File: config.mk
export PLATFORM = sky130hd
export DESIGN_NAME = bin_to_bcd_seq_flat
export DESIGN_NICKNAME = d
export VERILOG_FILES = /design/src/rtl/bin_to_bcd_if.sv /design/src/rtl/bin_to_bcd_seq.sv /design/src/flat_wrapper.sv
export SDC_FILE = /design/constraint.sdc
export NUM_CORES = 1
export LEC_CHECK = 0
export CORE_UTILIZATION = 45
export DETAILED_ROUTE_END_ITERATION = 10
export PLACE_DENSITY = 0.68
export SYNTH_ARGS = -nofsm -noshare
export SYNTH_HDL_FRONTEND = slang
export SYNTH_SLANG_ARGS = --single-unit
File: constraint.sdc
create_clock -name clk -period 1.49 [get_ports clk]
set_input_delay 0.149 -clock clk [delete_from_list [all_inputs] [get_ports clk]]
set_output_delay 0.149 -clock clk [all_outputs]
set_load 0.02 [all_outputs]
File: src/rtl/bin_to_bcd_if.sv
// Handshake and data bundle between the adder-side producer and bin_to_bcd_seq.
// The hex_mode wire exists only when HEX_MODE_EN is defined.
interface bin_to_bcd_if #(
    parameter int WIDTH  = 9,
    parameter int DIGITS = 3
);
    logic                  start;
    logic [WIDTH-1:0]      value;
`ifdef HEX_MODE_EN
    logic                  hex_mode;
`endif
    logic                  busy;
    logic                  done;
    logic [4*DIGITS-1:0]   bcd;

`ifdef HEX_MODE_EN
    modport master (output start, value, hex_mode, input busy, done, bcd);
    modport slave  (input start, value, hex_mode, output busy, done, bcd);
`else
    modport master (output start, value, input busy, done, bcd);
    modport slave  (input start, value, output busy, done, bcd);
`endif
endinterface

File: src/rtl/bin_to_bcd_seq.sv
// Sequential binary-to-BCD converter (double dabble, one bit per clock).
// Converts the 9-bit adder result into packed BCD digits for the display.
// Optional feature macro: HEX_MODE_EN adds a hex_mode input that bypasses
// conversion and loads the zero-extended raw value in a single cycle.
module bin_to_bcd_seq #(
    parameter int WIDTH  = 9,
    parameter int DIGITS = 3
) (
    input  logic              clk,
    input  logic              reset,
    bin_to_bcd_if.slave       bus
);
    localparam int BW = 4 * DIGITS;
    localparam int CW = $clog2(WIDTH + 1);

    typedef enum logic [0:0] {
        ST_IDLE  = 1'b0,
        ST_SHIFT = 1'b1
    } state_t;

    state_t            state_q, state_d;
    logic [CW-1:0]     cnt_q, cnt_d;
    logic [WIDTH-1:0]  shift_q, shift_d;
    logic [BW-1:0]     scratch_q, scratch_d;
    logic [BW-1:0]     bcd_q, bcd_d;
    logic              busy_q, busy_d;
    logic              done_q, done_d;
    logic [BW-1:0]     adj_s;

    // Add 3 to every nibble that is 5 or more, before it is doubled by the shift.
    function automatic logic [BW-1:0] add3_nibbles(input logic [BW-1:0] s);
        logic [BW-1:0] r;
        r = s;
        for (int i = 0; i < DIGITS; i++) begin
            if (s[4*i +: 4] >= 4'd5) begin
                r[4*i +: 4] = s[4*i +: 4] + 4'd3;
            end else begin
                r[4*i +: 4] = s[4*i +: 4];
            end
        end
        return r;
    endfunction

    assign bus.busy = busy_q;
    assign bus.done = done_q;
    assign bus.bcd  = bcd_q;

    // State register and datapath flops with synchronous reset.
    always_ff @(posedge clk) begin
        if (reset) begin
            state_q   <= ST_IDLE;
            cnt_q     <= {CW{1'b0}};
            shift_q   <= {WIDTH{1'b0}};
            scratch_q <= {BW{1'b0}};
            bcd_q     <= {BW{1'b0}};
            busy_q    <= 1'b0;
            done_q    <= 1'b0;
        end else begin
            state_q   <= state_d;
            cnt_q     <= cnt_d;
            shift_q   <= shift_d;
            scratch_q <= scratch_d;
            bcd_q     <= bcd_d;
            busy_q    <= busy_d;
            done_q    <= done_d;
        end
    end

    // Next-state logic: accept a start in IDLE, shift one bit per cycle in SHIFT.
    always_comb begin
        state_d   = state_q;
        cnt_d     = cnt_q;
        shift_d   = shift_q;
        scratch_d = scratch_q;
        bcd_d     = bcd_q;
        busy_d    = busy_q;
        done_d    = 1'b0;
        adj_s     = add3_nibbles(scratch_q);

        case (state_q)
            ST_IDLE: begin
                busy_d = 1'b0;
                if (bus.start) begin
`ifdef HEX_MODE_EN
                    if (bus.hex_mode) begin
                        // Raw hex bypass: result is ready at the next edge.
                        bcd_d              = {BW{1'b0}};
                        bcd_d[WIDTH-1:0]   = bus.value;
                        done_d             = 1'b1;
                    end else begin
                        shift_d   = bus.value;
                        scratch_d = {BW{1'b0}};
                        cnt_d     = CW'(WIDTH);
                        busy_d    = 1'b1;
                        state_d   = ST_SHIFT;
                    end
`else
                    shift_d   = bus.value;
                    scratch_d = {BW{1'b0}};
                    cnt_d     = CW'(WIDTH);
                    busy_d    = 1'b1;
                    state_d   = ST_SHIFT;
`endif
                end else begin
                    state_d = ST_IDLE;
                end
            end
            ST_SHIFT: begin
                // Adjusted digits and the operand move left as one register.
                {scratch_d, shift_d} = {adj_s, shift_q} << 1;
                cnt_d = cnt_q - CW'(1);
                if (cnt_q == CW'(1)) begin
                    // Last bit has been shifted in: publish and return to IDLE.
                    bcd_d   = scratch_d;
                    done_d  = 1'b1;
                    busy_d  = 1'b0;
                    cnt_d   = {CW{1'b0}};
                    state_d = ST_IDLE;
                end else begin
                    busy_d  = 1'b1;
                    state_d = ST_SHIFT;
                end
            end
            default: begin
                state_d = ST_IDLE;
                busy_d  = 1'b0;
                cnt_d   = {CW{1'b0}};
            end
        endcase
    end
endmodule

File: src/flat_wrapper.sv
// flat-port wrapper written by rule: the top's interface ports become plain ports
module bin_to_bcd_seq_flat 
#(
    parameter int WIDTH  = 9,
    parameter int DIGITS = 3
)
  (clk, reset, bus_start, bus_value, bus_busy, bus_done, bus_bcd);
  bin_to_bcd_if #(.WIDTH(WIDTH), .DIGITS(DIGITS)) bus_i ();
  input  logic clk;
  input  logic reset;
  input wire logic [$bits(bus_i.start)-1:0] bus_start;
  input wire logic [$bits(bus_i.value)-1:0] bus_value;
  output wire logic [$bits(bus_i.busy)-1:0] bus_busy;
  output wire logic [$bits(bus_i.done)-1:0] bus_done;
  output wire logic [$bits(bus_i.bcd)-1:0] bus_bcd;
  assign bus_i.start = bus_start;
  assign bus_i.value = bus_value;
  assign bus_busy = bus_i.busy;
  assign bus_done = bus_i.done;
  assign bus_bcd = bus_i.bcd;
  bin_to_bcd_seq #(.WIDTH(WIDTH), .DIGITS(DIGITS)) u_core (.clk(clk), .reset(reset), .bus(bus_i));
endmodule
After elaboration in Yosys (flattened, before gate mapping)
Index checks and enable logic that the tools add are counted.
Widths: inputs -> output; s select.
{ "word_totals": {"register_bits": 39, "out_inout_bits": 14, "elab_cells": 32} }
{ "classes": {"add_sub_neg": 4, "order_cmp": 3, "n_eq_ne": 2, "mux": 14, "bitwise_logic": 1, "reduce_logical": 2} }
{ "ops": {"columns": ["op", "count"], "rows": [
  ["$pmux 12 s2", 1],
  ["$pmux 9 s2", 1],
  ["$mux 4", 4],
  ["$ge 4x3->1 const B", 3],
  ["$mux 12", 1],
  ["$mux 9", 1],
  ["$add 4x2->4 const B", 2],
  ["$pmux 4 s2", 1],
  ["$eq 4x1->1 const B", 1],
  ["$sub 4x1->4 const B", 1],
  ["$add 3x2->3 const B", 1],
  ["$mux 1", 3],
  ["$mux 3", 1],
  ["$ne 2x2->1 const B", 1],
  ["$pmux 1 s2", 1],
  ["$reduce_and 2->1", 1],
  ["$reduce_or 2->1", 1],
  ["$not 1->1", 1]
]} }

Depth between registers and ports, before layout
{ "logic_depth": {"word_depth": 3, "depth_mapped": 7} }

Worst setup path before layout
No wires, ideal clock.
{ "synth_timing": {"path_kind": "register -> register", "start": "reg u_core.scratch_q[0]", "end": "reg u_core.scratch_q[1]", "setup_ns": 0.117, "arrival_time_ns": 1.215, "t_required_ns": 1.373, "path_slack_ns": 0.158, "stages_incl_launch_ff": 7, "n_path_buf": 0, "cell_sequence": "dfxtp_1 inv_1 ha_1 nand2b_1 a21o_1 xnor2_1 a32o_1"} }
{ "synth_via": {"elab_chain_cells": 3, "elab_cells_between_ends": 4, "cone_classes": "1 x add/sub; 1 x order compare; 2 x mux"} }
{ "synth_rtl": {"columns": ["element", "line_no", "rtl"], "rows": [
  ["from (decl)", "bin_to_bcd_seq.sv:24", "logic [BW-1:0] scratch_q, scratch_d;"],
  ["from (signal assigned)", "bin_to_bcd_seq.sv:54", "scratch_q <= {BW{1'b0}};"],
  ["from (signal assigned)", "bin_to_bcd_seq.sv:62", "scratch_q <= scratch_d;"],
  ["$add 4x2->4 / $ge 4x3->1 (equally long branches)", "bin_to_bcd_seq.sv:36, bin_to_bcd_seq.sv:35", null],
  ["$mux 4 (*)", "bin_to_bcd_seq.sv:35", "if (s[4*i +: 4] >= 4'd5) begin"],
  ["$pmux 12 s2 (*)", "bin_to_bcd_seq.sv:80", "case (state_q)"]
]} }
Every way passes the cells marked *; elsewhere a longest branch is shown, timed or not.
A chain may end at the register's enable or synchronous reset.

Final worst setup path
{ "layout_timing": {"start": "reg u_core.bcd_q[3] (netlist: u_core.bus.bcd[3])", "end": "out bus_bcd[3]"} }
{ "layout_lines": {"columns": ["element", "line_no", "rtl"], "rows": [
  ["from (decl)", "bin_to_bcd_seq.sv:25", "logic [BW-1:0] bcd_q, bcd_d;"],
  ["from (signal assigned)", "bin_to_bcd_seq.sv:55", "bcd_q <= {BW{1'b0}};"],
  ["to (decl)", "flat_wrapper.sv:15", "output wire logic [$bits(bus_i.bcd)-1:0] bus_bcd;"]
]} }
No word-level cell between the ends.

==> flow_summary.yaml <==
setup_path:
  path_buf_inv: 1
  end_kind: "primary output"
  critPathKind: "reg2out"
  r2r_cells: 7
  required_ns: 1.34
  startpoint: "u_core.bus.bcd[3]"
  cpPeakStageDelay_ns: 0.63
  crit_cells: 1
  path_delay_family: "buffers and inverters"
  cp-start-kind: "flop"
  crit_fanout: 2
  cp_slowest_cell: "clkdlybuf4s50_1"
  arrival_ns: 1.27
  cp_cell_sequence: "clkdlybuf4s50_1"
  worstReg2RegStart: "u_core.cnt_q[1]"
synth:
  synth_nets: 206
  ys_types: 25
  synthAdderAreaFrac: 0.05764
  synthMuxAreaShare: 0.07493
  synthXorXnorAreaFrac: 0.01513
  yosys_warnings: 0
  ys_seq_area_frac: 0.4496
  synth-simple-area-share: 0.1491
  synth_top_family_by_area: "compound AO/OA/AOI/OAI gates"
  avgSynthCellArea_um2: 9.337
  synthCells: 186
  synth_compound_area_frac: 0.1938
  synth_area_mm2: 0.001737
  synth-seq-cells: 39
power:
  total_power_w: 0.002000
  ir_drop_mv: 0.5407
  power_density_mw_per_mm2: 904.7
  switching_share: 0.2417
  pwr-share-comb: 0.124
  power_frac_seq: 0.546
  p_leak_nw: 0.8666
  pwr-share-clk: 0.331
  p_sw_w: 0.0004834
  p_int_w: 0.001517
clock_network:
  cts_sinks: 39
  clk_pin_slew_ns: 0.06
  cts_tree: "yes"
  root_buffer: "clkbuf_8"
  cts_buffers: 5
  postCtsHoldBufs: 0
  clkLatencyLatePin_ns: 0.28
  ctsLongestPathBuffers: 2
  htreeDepth: 2
place:
  numPortBuffers: 25
  postPlaceCellArea_mm2: 0.002111
  gp_congestion: 0.7774
  dp_hpwl_mm: 2.753
die:
  num_io_pins: 26
  start_util: 0.4708
  core-area_mm2: 0.003689
  die_w_um: 64.12
  num_rows: 22
  dieArea_mm2: 0.004111
  die_h_um: 64.12
detailed_routing:
  antenna_left: 0
  num_vias: 1447
  drc_errors: 0
  avgRoutedWirePerCell_um: 13.55
  drt-initial-drc-count: 45
  routed_wirelength_mm: 3.671
  post_drt_via_cell_ratio: 5.339
  first_pass_iters: 4
sta:
  max-slew-margin-rel: 0.6378
  hold_viol: 0
  tightest_slew_ns: 0.5413
  period_minus_slack_ns: 1.420
  max_freq_ghz: 0.7040
  maxSlewViolCount: 0
  skew_ns: 0.006784
  setup_viol: 0
  layout_worst_path_cycle_share: 0.9533
global_route:
  overflow: 0
  grt_pass1_vias: 1463
  grt_max_degree: 22
  antenna_found_initial: 0
  grt_pass1_wl_mm: 6.237
  grtUsageTotal: 0.1993
job:
  maxCapViolCount: 0
cells_and_area:
  drive_gt1_frac: 0.1300
  mostFrequentLayoutCells: "dfxtp_1, nor2_1, clkdlybuf4s50_1"
  fin_nets: 242
  design_area_mm2: 0.002211
  layout_commonest_cell: "dfxtp_1"
  area_delta_synth_final_pct: 27.31
  antennaDiodeCount: 0
hold_path:
  hold_path_depth: 1
  hp-start: "u_core.bus.bcd[11]"
  hold_path.class: "reg2reg"
status:
  outcome: "completed"
[routing by layer]
metal  routed length (µm)  part of all wire  global-route usage
met5                    0                 0                   0
met3                  162             0.044             0.05536
met1                 1536              0.42              0.2000
met2                 1944              0.53              0.3763
met4                   27            0.0074             0.09167
[cell usage after synthesis, drive strengths merged]
library cell	count	area (µm²)
nand2b	7	43.79
o2bb2ai	5	43.79
a22o	7	61.31
mux2i	13	130.1
o31a	1	8.760
inv	9	33.78
nor2	25	93.84
nand2	1	3.750
a32o	6	60.06
clkbuf	2	7.510
xnor2	3	26.28
a21o	2	15.01
nor3b	5	37.54
clkinv	1	16.27
o21ai	8	40.04
a211oi	1	7.510
a21oi	20	100.1
buf	8	46.29
dfxtp	39	780.8
nand3	5	25.02
ha	8	100.1
nor3	8	40.04
or3	1	6.260
nand4b	1	8.760
[path summary, 6_finish.rpt]
| check | end | slack, ns |
|---|---|---|
| setup / recovery | bus_bcd[3] | 0.07 |
| hold / removal | u_core.bus.bcd[11] | 0.48 |
| setup reg to reg | u_core.bus.bcd[1] | 0.08 |
| hold reg to reg | u_core.bus.bcd[11] | 0.48 |
[per-stage QoR]
step,worst slack [ns],util,instances,hold WS [ns],TNS [ns]
after global placement,0.01558,0.5723,263,0.4450,0
after global routing,-0.002724,0.5994,271,0.4980,-0.002724
after floorplan,0.1581,-,186,0.3443,0
after detailed placement,-0.02802,0.5723,263,0.4559,-0.1054
final,0.06955,0.5994,271,0.4755,0
after CTS,0.05683,0.5963,271,0.4758,0
[flip-flops by register name, summed over array words and instances, names as in the netlist]
name / cells
u_core.bus.bcd: 12
u_core.scratch_q: 12
u_core.shift_q: 9
u_core.cnt_q: 4
u_core.bus.busy: 1
u_core.bus.done: 1
[power by group through the flow]
stage	registers (W)	logic, W	clock network (W)
3_3_place_gp	0.00111	0.000237	0
3_5_place_dp	0.00111	0.000246	0
6_report	0.00109	0.000248	0.000661
2_1_floorplan	0.00112	0.000144	0
4_1_cts	0.00109	0.000247	0.000693
5_1_grt	0.00109	0.000274	0.000748
[cell type report]
| cell class | count | area (µm²) |
|---|---|---|
| Clock buffer | 7 | 76.32 |
| Clock inverter | 1 | 5.005 |
| Fill cell | 329 | 1478 |
| Inverter | 10 | 50.05 |
| Multi-Input combinational cell | 127 | 867.1 |
| Sequential cell | 39 | 785.8 |
| Tap cell | 48 | 60.06 |
| Timing Repair Buffer | 39 | 366.6 |
[timing repair]
| action | in CTS | in global routing |
|---|---|---|
| resized for setup | 3 | 6 |
| endpoints found under the setup margin | 11 | 11 |
| setup buffers | 0 | 0 |
| pin swaps | 0 | 2 |
[cell families (layout without fill, tap and decap cells)]
family	after synthesis	count (layout)
simple gates	53	53
compound gates	50	50
flops	39	39
buf+inv	20	57
mux	13	13
fa+ha+maj	8	8
xor+xnor	3	3
(Power assumes the default switching activity.)
